--- config.mk ---
export PLATFORM = sky130hd
export DESIGN_NAME = lsu
export DESIGN_NICKNAME = d
export VERILOG_FILES = /design/src/rtl/lsu.sv
export SDC_FILE = /design/constraint.sdc
export NUM_CORES = 1
export LEC_CHECK = 0
export CELL_PAD_IN_SITES_DETAIL_PLACEMENT = 0
export CELL_PAD_IN_SITES_GLOBAL_PLACEMENT = 1
export CORE_ASPECT_RATIO = 1.5
export CORE_MARGIN = 10
export CORE_UTILIZATION = 38
export DETAILED_ROUTE_END_ITERATION = 6
export GPL_ROUTABILITY_DRIVEN = 0
export GPL_TIMING_DRIVEN = 0
export PLACE_DENSITY_LB_ADDON = 0.1
export SYNTH_ARGS = -nofsm -noshare
export SYNTH_HDL_FRONTEND = slang
export SYNTH_SLANG_ARGS = --single-unit
--- constraint.sdc ---
create_clock -name clk -period 9.3 [get_ports clk]
set_input_delay 1.395 -clock clk [delete_from_list [all_inputs] [get_ports clk]]
set_output_delay 1.395 -clock clk [all_outputs]
set_load 0.05 [all_outputs]
--- src/rtl/lsu.sv ---
// Load/store unit between EXU and DMEM: one operation in flight, 8-byte-aligned
// DMEM accesses with byte-lane masks, load extraction/extension, misalignment reporting.
`timescale 1ns/1ps
module lsu #(
    parameter int ADDR_W = 64,
    parameter int DATA_W = 64
) (
    input  logic              clk,
    input  logic              rst,
    input  logic              req_valid,
    output logic              req_ready,
    input  logic              req_wen,
    input  logic [ADDR_W-1:0] req_addr,
    input  logic [DATA_W-1:0] req_wdata,
    input  logic [1:0]        req_size,
    input  logic              req_unsigned,
    output logic              resp_valid,
    input  logic              resp_ready,
    output logic [DATA_W-1:0] resp_rdata,
    output logic              resp_misalign,
    output logic              mem_r_EN,
    output logic              mem_w_EN,
    output logic [ADDR_W-1:0] mem_addr,
    output logic [DATA_W-1:0] mem_wdata,
    output logic [7:0]        mem_wmask,
    input  logic [DATA_W-1:0] mem_rdata,
    input  logic              mem_ready
);

    typedef enum logic [1:0] {IDLE, ACCESS, RESP} state_t;

    state_t state, next_state;

    logic              op_wen;
    logic [ADDR_W-1:0] op_addr;
    logic [DATA_W-1:0] op_wdata;
    logic [1:0]        op_size;
    logic              op_unsigned;

    logic              req_misalign;
    logic [2:0]        offset;
    logic [5:0]        shamt;
    logic [7:0]        mask_base;
    logic [DATA_W-1:0] rd_shifted;
    logic [DATA_W-1:0] load_data;

    always_comb begin
        case (req_size)
            2'd1:    req_misalign = req_addr[0];
            2'd2:    req_misalign = |req_addr[1:0];
            2'd3:    req_misalign = |req_addr[2:0];
            default: req_misalign = 1'b0;
        endcase
    end

    assign offset     = op_addr[2:0];
    assign shamt      = {offset, 3'b000};
    assign mem_addr   = {op_addr[ADDR_W-1:3], 3'b000};
    assign mem_wdata  = op_wdata << shamt;
    assign rd_shifted = mem_rdata >> shamt;

    always_comb begin
        case (op_size)
            2'd0:    mask_base = 8'h01;
            2'd1:    mask_base = 8'h03;
            2'd2:    mask_base = 8'h0F;
            default: mask_base = 8'hFF;
        endcase
    end

    // Byte/half/word loads extend from their top bit unless the op is unsigned.
    always_comb begin
        case (op_size)
            2'd0:    load_data = {{56{rd_shifted[7]  & ~op_unsigned}}, rd_shifted[7:0]};
            2'd1:    load_data = {{48{rd_shifted[15] & ~op_unsigned}}, rd_shifted[15:0]};
            2'd2:    load_data = {{32{rd_shifted[31] & ~op_unsigned}}, rd_shifted[31:0]};
            default: load_data = rd_shifted;
        endcase
    end

    always_ff @(posedge clk or posedge rst) begin
        if (rst) state <= IDLE;
        else     state <= next_state;
    end

    always_comb begin
        next_state = state;
        req_ready  = 1'b0;
        resp_valid = 1'b0;
        mem_r_EN   = 1'b0;
        mem_w_EN   = 1'b0;
        mem_wmask  = 8'h00;
        case (state)
            IDLE: begin
                req_ready = ~rst;
                if (req_valid && !rst)
                    next_state = req_misalign ? RESP : ACCESS;
            end
            ACCESS: begin
                mem_r_EN  = ~op_wen;
                mem_w_EN  = op_wen;
                mem_wmask = op_wen ? (mask_base << offset) : 8'h00;
                if (mem_ready)
                    next_state = RESP;
            end
            RESP: begin
                resp_valid = 1'b1;
                if (resp_ready)
                    next_state = IDLE;
            end
            default: next_state = IDLE;
        endcase
    end

    always_ff @(posedge clk or posedge rst) begin
        if (rst) begin
            op_wen        <= 1'b0;
            op_addr       <= '0;
            op_wdata      <= '0;
            op_size       <= 2'd0;
            op_unsigned   <= 1'b0;
            resp_rdata    <= '0;
            resp_misalign <= 1'b0;
        end else if (state == IDLE && req_valid) begin
            op_wen        <= req_wen;
            op_addr       <= req_addr;
            op_wdata      <= req_wdata;
            op_size       <= req_size;
            op_unsigned   <= req_unsigned;
            resp_rdata    <= '0;
            resp_misalign <= req_misalign;
        end else if (state == ACCESS && mem_ready) begin
            resp_rdata    <= op_wen ? '0 : load_data;
            resp_misalign <= 1'b0;
        end
    end

endmodule
== Word-level counts from Yosys, hierarchy flattened ==
Cells that the tools add are included.

* Memory bits (read-only): 0
* Bits in writable memories: 0
* Memories: 0
* Logic and storage cells: 56
* Input bits: 201
* Bits in latches: 0
* Register bits after elaboration: 199

* Bitwise logic cells: 6
* Mux-type cells: 19
* Shift operators: 3
* Add/sub/neg operators: 0
* $mul: 0
* Eq/ne operators: 10
* Reductions and logical operators: 10
* Magnitude comparators: 0
* Div/mod/pow operators: 0

{| class="wikitable"
|+ Operator list
! operator !! number
|-
| 64-bit 2-to-1 mux || 3
|-
| 64-bit case mux with 3 select lines || 1
|-
| 64-bit by 6-bit << shifter with 64-bit output || 1
|-
| 64-bit by 6-bit right shift with 64-bit output || 1
|-
| 8-bit case mux with 3 select lines || 1
|-
| 8-bit 2-to-1 mux || 2
|-
| 2-bit == test (second input constant) || 4
|-
| 2-bit 2-to-1 mux || 4
|-
| 8-bit by 3-bit << shifter with 8-bit output || 1
|-
| 2-bit by 1-bit == test with 1-bit output (second input constant) || 3
|-
| 1-bit 2-to-1 mux || 6
|-
| 2-bit != test (second input constant) || 3
|-
| 2-bit case mux with 3 select lines || 1
|-
| 2-bit zero test || 2
|-
| 1-bit AND || 3
|-
| 1-bit logical AND || 3
|-
| 1-bit inverter || 3
|-
| 1-bit case mux with 3 select lines || 1
|-
| 3-bit AND reduction || 1
|-
| 3-bit OR reduction || 1
|-
| 2-bit nonzero test || 1
|-
| 2-bit OR reduction || 1
|-
| 1-bit zero test || 1
|}

== Depth between registers and ports, before layout ==
* Depth after elaboration: 6
* Depth in mapped cells: 10
* Gate-level depth less buffers: 6

== Worst setup path after synthesis ==
OpenSTA, ideal clock, no wires.

* Kind: reg-to-output
* From: reg op_addr[1]
* To: out mem_wmask[2]
* Setup slack: 4.346 ns
* Arrival: 3.559 ns
* Stages on the path, launching flop included: 7
* Path buffers: 5
* Cells stage by stage: dfrtp_1 buf_6 buf_6 buf_6 buf_6 buf_2 a2111oi_0

* Longest elaborated chain between the ends: 3

{| class="wikitable"
|+ RTL lines
! element !! line !! source
|-
| start, declared || 35 || <nowiki>logic [ADDR_W-1:0] op_addr;</nowiki>
|-
| start signal, assigned || 126 || <nowiki>op_addr <= req_addr;</nowiki>
|-
| 8-bit by 3-bit << shifter with 8-bit output || 102 || <nowiki>mem_wmask = op_wen ? (mask_base << offset) : 8'h00;</nowiki>
|-
| 8-bit 2-to-1 mux || 102 ||
|-
| 8-bit 2-to-1 mux || 93 || <nowiki>case (state)</nowiki>
|-
| end, declared || 25 || <nowiki>output logic [7:0] mem_wmask,</nowiki>
|}

Every way passes these cells.

== Worst setup path after layout ==
* From: reg op_addr[2]
* To: out mem_wdata[55]

* Longest elaborated chain between the ends: 1

{| class="wikitable"
|+ RTL lines
! element !! line !! source
|-
| 64-bit by 6-bit << shifter with 64-bit output || 59 || <nowiki>assign mem_wdata = op_wdata << shamt;</nowiki>
|-
| end, declared || 24 || <nowiki>output logic [DATA_W-1:0] mem_wdata,</nowiki>
|}

Every way passes these cells.

==> impl_metrics.yaml <==
power_and_ir_drop:
  p_per_area_nw_per_um2: 289
  finalPower_uw: 4950
  leakagePower_uw: 0.00722
  vdd_ir_drop_max_uv: 192
run:
  cap_violations: 0
cells_and_area:
  area_delta_synth_final_pct: 43.6
  nNetsFinal: 1810
  nFillCells: 2900
  drive_gt1_frac: 0.208
global_route:
  antenna_found_initial: 3
  grt_max_degree: 118
  grt_pass1_vias: 11764
  grt_usage: 0.260
  gr-total-overflow: 0
  grt_pass1_wl_mm: 74.9
clocking:
  cts.clk_slew.worst_paths_ns: 0.07
  clock_path_buffers: 2
  cts_resized: 0
  insertion_delay_ns: 0.47
  root_buffer: "clkbuf_16"
  cts-buffers-inserted: 17
  cts.htree.levels: 4
  holdBufCountCts: 0
  cts.sinks: 199
  cts_setup_buffers: 0
  tritoncts: "yes"
logic_synthesis:
  synth-main-ff-cell: "dfrtp_1"
  yosysWarnings: 0
  synthTopCellsByCount: "dfrtp_1 (199), mux2_2 (153), mux2i_1 (131)"
  yosys.area.top_type: "dfrtp_1"
  synth_edf_count: 0
  yosysUniqueCellTypes: 43
  async_flop_share: 1.00
  ys_seq_area_frac: 0.418
  synth_most_common_cell: "dfrtp_1"
  yosys_register_bits: 199
  synth_area_leaders: "dfrtp_1 (42%), mux2_2 (14%), mux2i_1 (11%), buf_4 (4.5%), o21ai_0 (3.9%)"
  syn_inst: 1185
  syn-cell-area_um2: 11900
  synth_area_per_cell_um2: 10.1
  netlist.area_leader.share: 0.418
floorplanning:
  pin_count: 406
  chipHeight_um: 237
  coreArea_um2: 31000
  die_area_um2: 39000
  initial_core_util: 0.384
  rows: 79
  dieWidth_um: 165
route:
  avgRoutedWirePerCell_um: 25.6
  via_count: 10948
  wirelength_mm: 51.9
  viasPerCell: 5.40
  ant_nets: 0
  drt_iter0_drc: 612
  route.detailed.drc: 0
  first_pass_iters: 5
sta:
  max_slew.worst_pin.slew_ns: 0.939
  skew_ns: 0.00866
  fmax_ghz: 0.196
  rsz0062_at_grt: "no"
  maxSlewHeadroom: 0.374
  setup_ws_ns: 4.21
  final_max_slew_viol_count: 0
  period_share: 0.547
  setup_viol: 0
  hold_viol_final: 0
  min_period_ns: 5.09
setup_path:
  arrival_ns: 3.70
  endpoint_kind: "output port"
  required_ns: 7.91
  reg2reg_slack_ns: 6.84
  crit_type: "reg -> out"
  start_kind: "flop"
  crit_fanout: 10
run_status:
  status: "complete, no violations"
hold_path:
  min_path_type: "reg -> reg"
placement:
  io_buffers: 402
  dp_hpwl_mm: 40.8
  dpl_worst_slack_ns: 4.71
placed cells by master, fill, tap and decap left out, types with 22 or more instances in the layout:
| master | synthesis | final |
|---|---|---|
| a21oi_1 | 66 | 66 |
| and2_1 | 22 | 22 |
| buf_2 | 44 | 44 |
| buf_4 | 71 | 71 |
| clkbuf_1 | 27 | 28 |
| clkdlybuf4s50_1 | 0 | 402 |
| dfrtp_1 | 199 | 199 |
| mux2_2 | 153 | 153 |
| mux2i_1 | 131 | 131 |
| nand2_1 | 119 | 119 |
| nor2_1 | 94 | 94 |
| o21ai_0 | 94 | 94 |
| o22ai_1 | 33 | 33 |
cells by family after synthesis:
kind of cell / synth area share
AO/OA/AOI/OAI: 0.127
buffers and inverters: 0.0849
flip-flops: 0.418
multiplexers: 0.274
other: 0.000315
AND/OR/NAND/NOR: 0.0962
report_power, final:
part           total [uW]  internal (uW)  switching, uW
clock                 797            421            377
combinational        2950           1090           1860
sequential           1200           1050            152
total                4950           2560           2390
stage by stage:
stage               utilization  cells  hold slack [ns]  area, um2  TNS (ns)
floorplan                     -   1187            0.477      11900         0
detailed placement        0.531   1995            0.473      16500         0
global route              0.551   2028            0.505      17100         0
finish                    0.551   2028            0.481      17100         0
global placement          0.530   1994            0.465      16400   -105.94
CTS                       0.551   2027            0.489      17100         0
area by class of cell:
class,instances,area [um2],share of cell area
inverters,10,45.0,0.00263
repair buffers,403,4050,0.237
multi-input cells,821,5930,0.347
flip-flops and latches,199,4980,0.291
plain buffers,157,973,0.0569
diodes,1,2.50,0.000146
clock inverters,12,156,0.00915
well taps,405,507,0.0296
clock buffers,20,457,0.0267
sequential cells by signal, summed over array words and instances, names as in the netlist:
register       cells
op_addr           64
resp_rdata        64
op_wdata          64
resp_misalign      1
state              2
op_size            2
op_unsigned        1
op_wen             1
critical path, stage by stage (launching register included):
cell and delay, ns:
dfrtp_1 0.42, inv_2 0.21, buf_1 0.74, clkbuf_1 0.59, o211ai_1 0.18, o21ai_0 0.20
clkdlybuf4s50_1 0.89
metal layers:
metal,global-route usage,wire length (um),vias up
li1,-,-,4996
met1,0.254,17700,5361
met2,0.468,27200,473
met3,0.0877,4560,114
met4,0.136,2410,4
met5,0,33,-
final timing paths:
kind	end	startpoint	cells after the start
worst max-delay path	mem_wdata[55]	op_addr[2]	6
worst min-delay path	resp_rdata[40]	resp_rdata[40]	2
worst max register to register	resp_rdata[19]	op_addr[2]	7
worst min register to register	resp_rdata[40]	resp_rdata[40]	2
max in group asynchronous	resp_rdata[21]	rst	3
min in group asynchronous	op_addr[61]	rst	2
(Power assumes the default switching activity.)
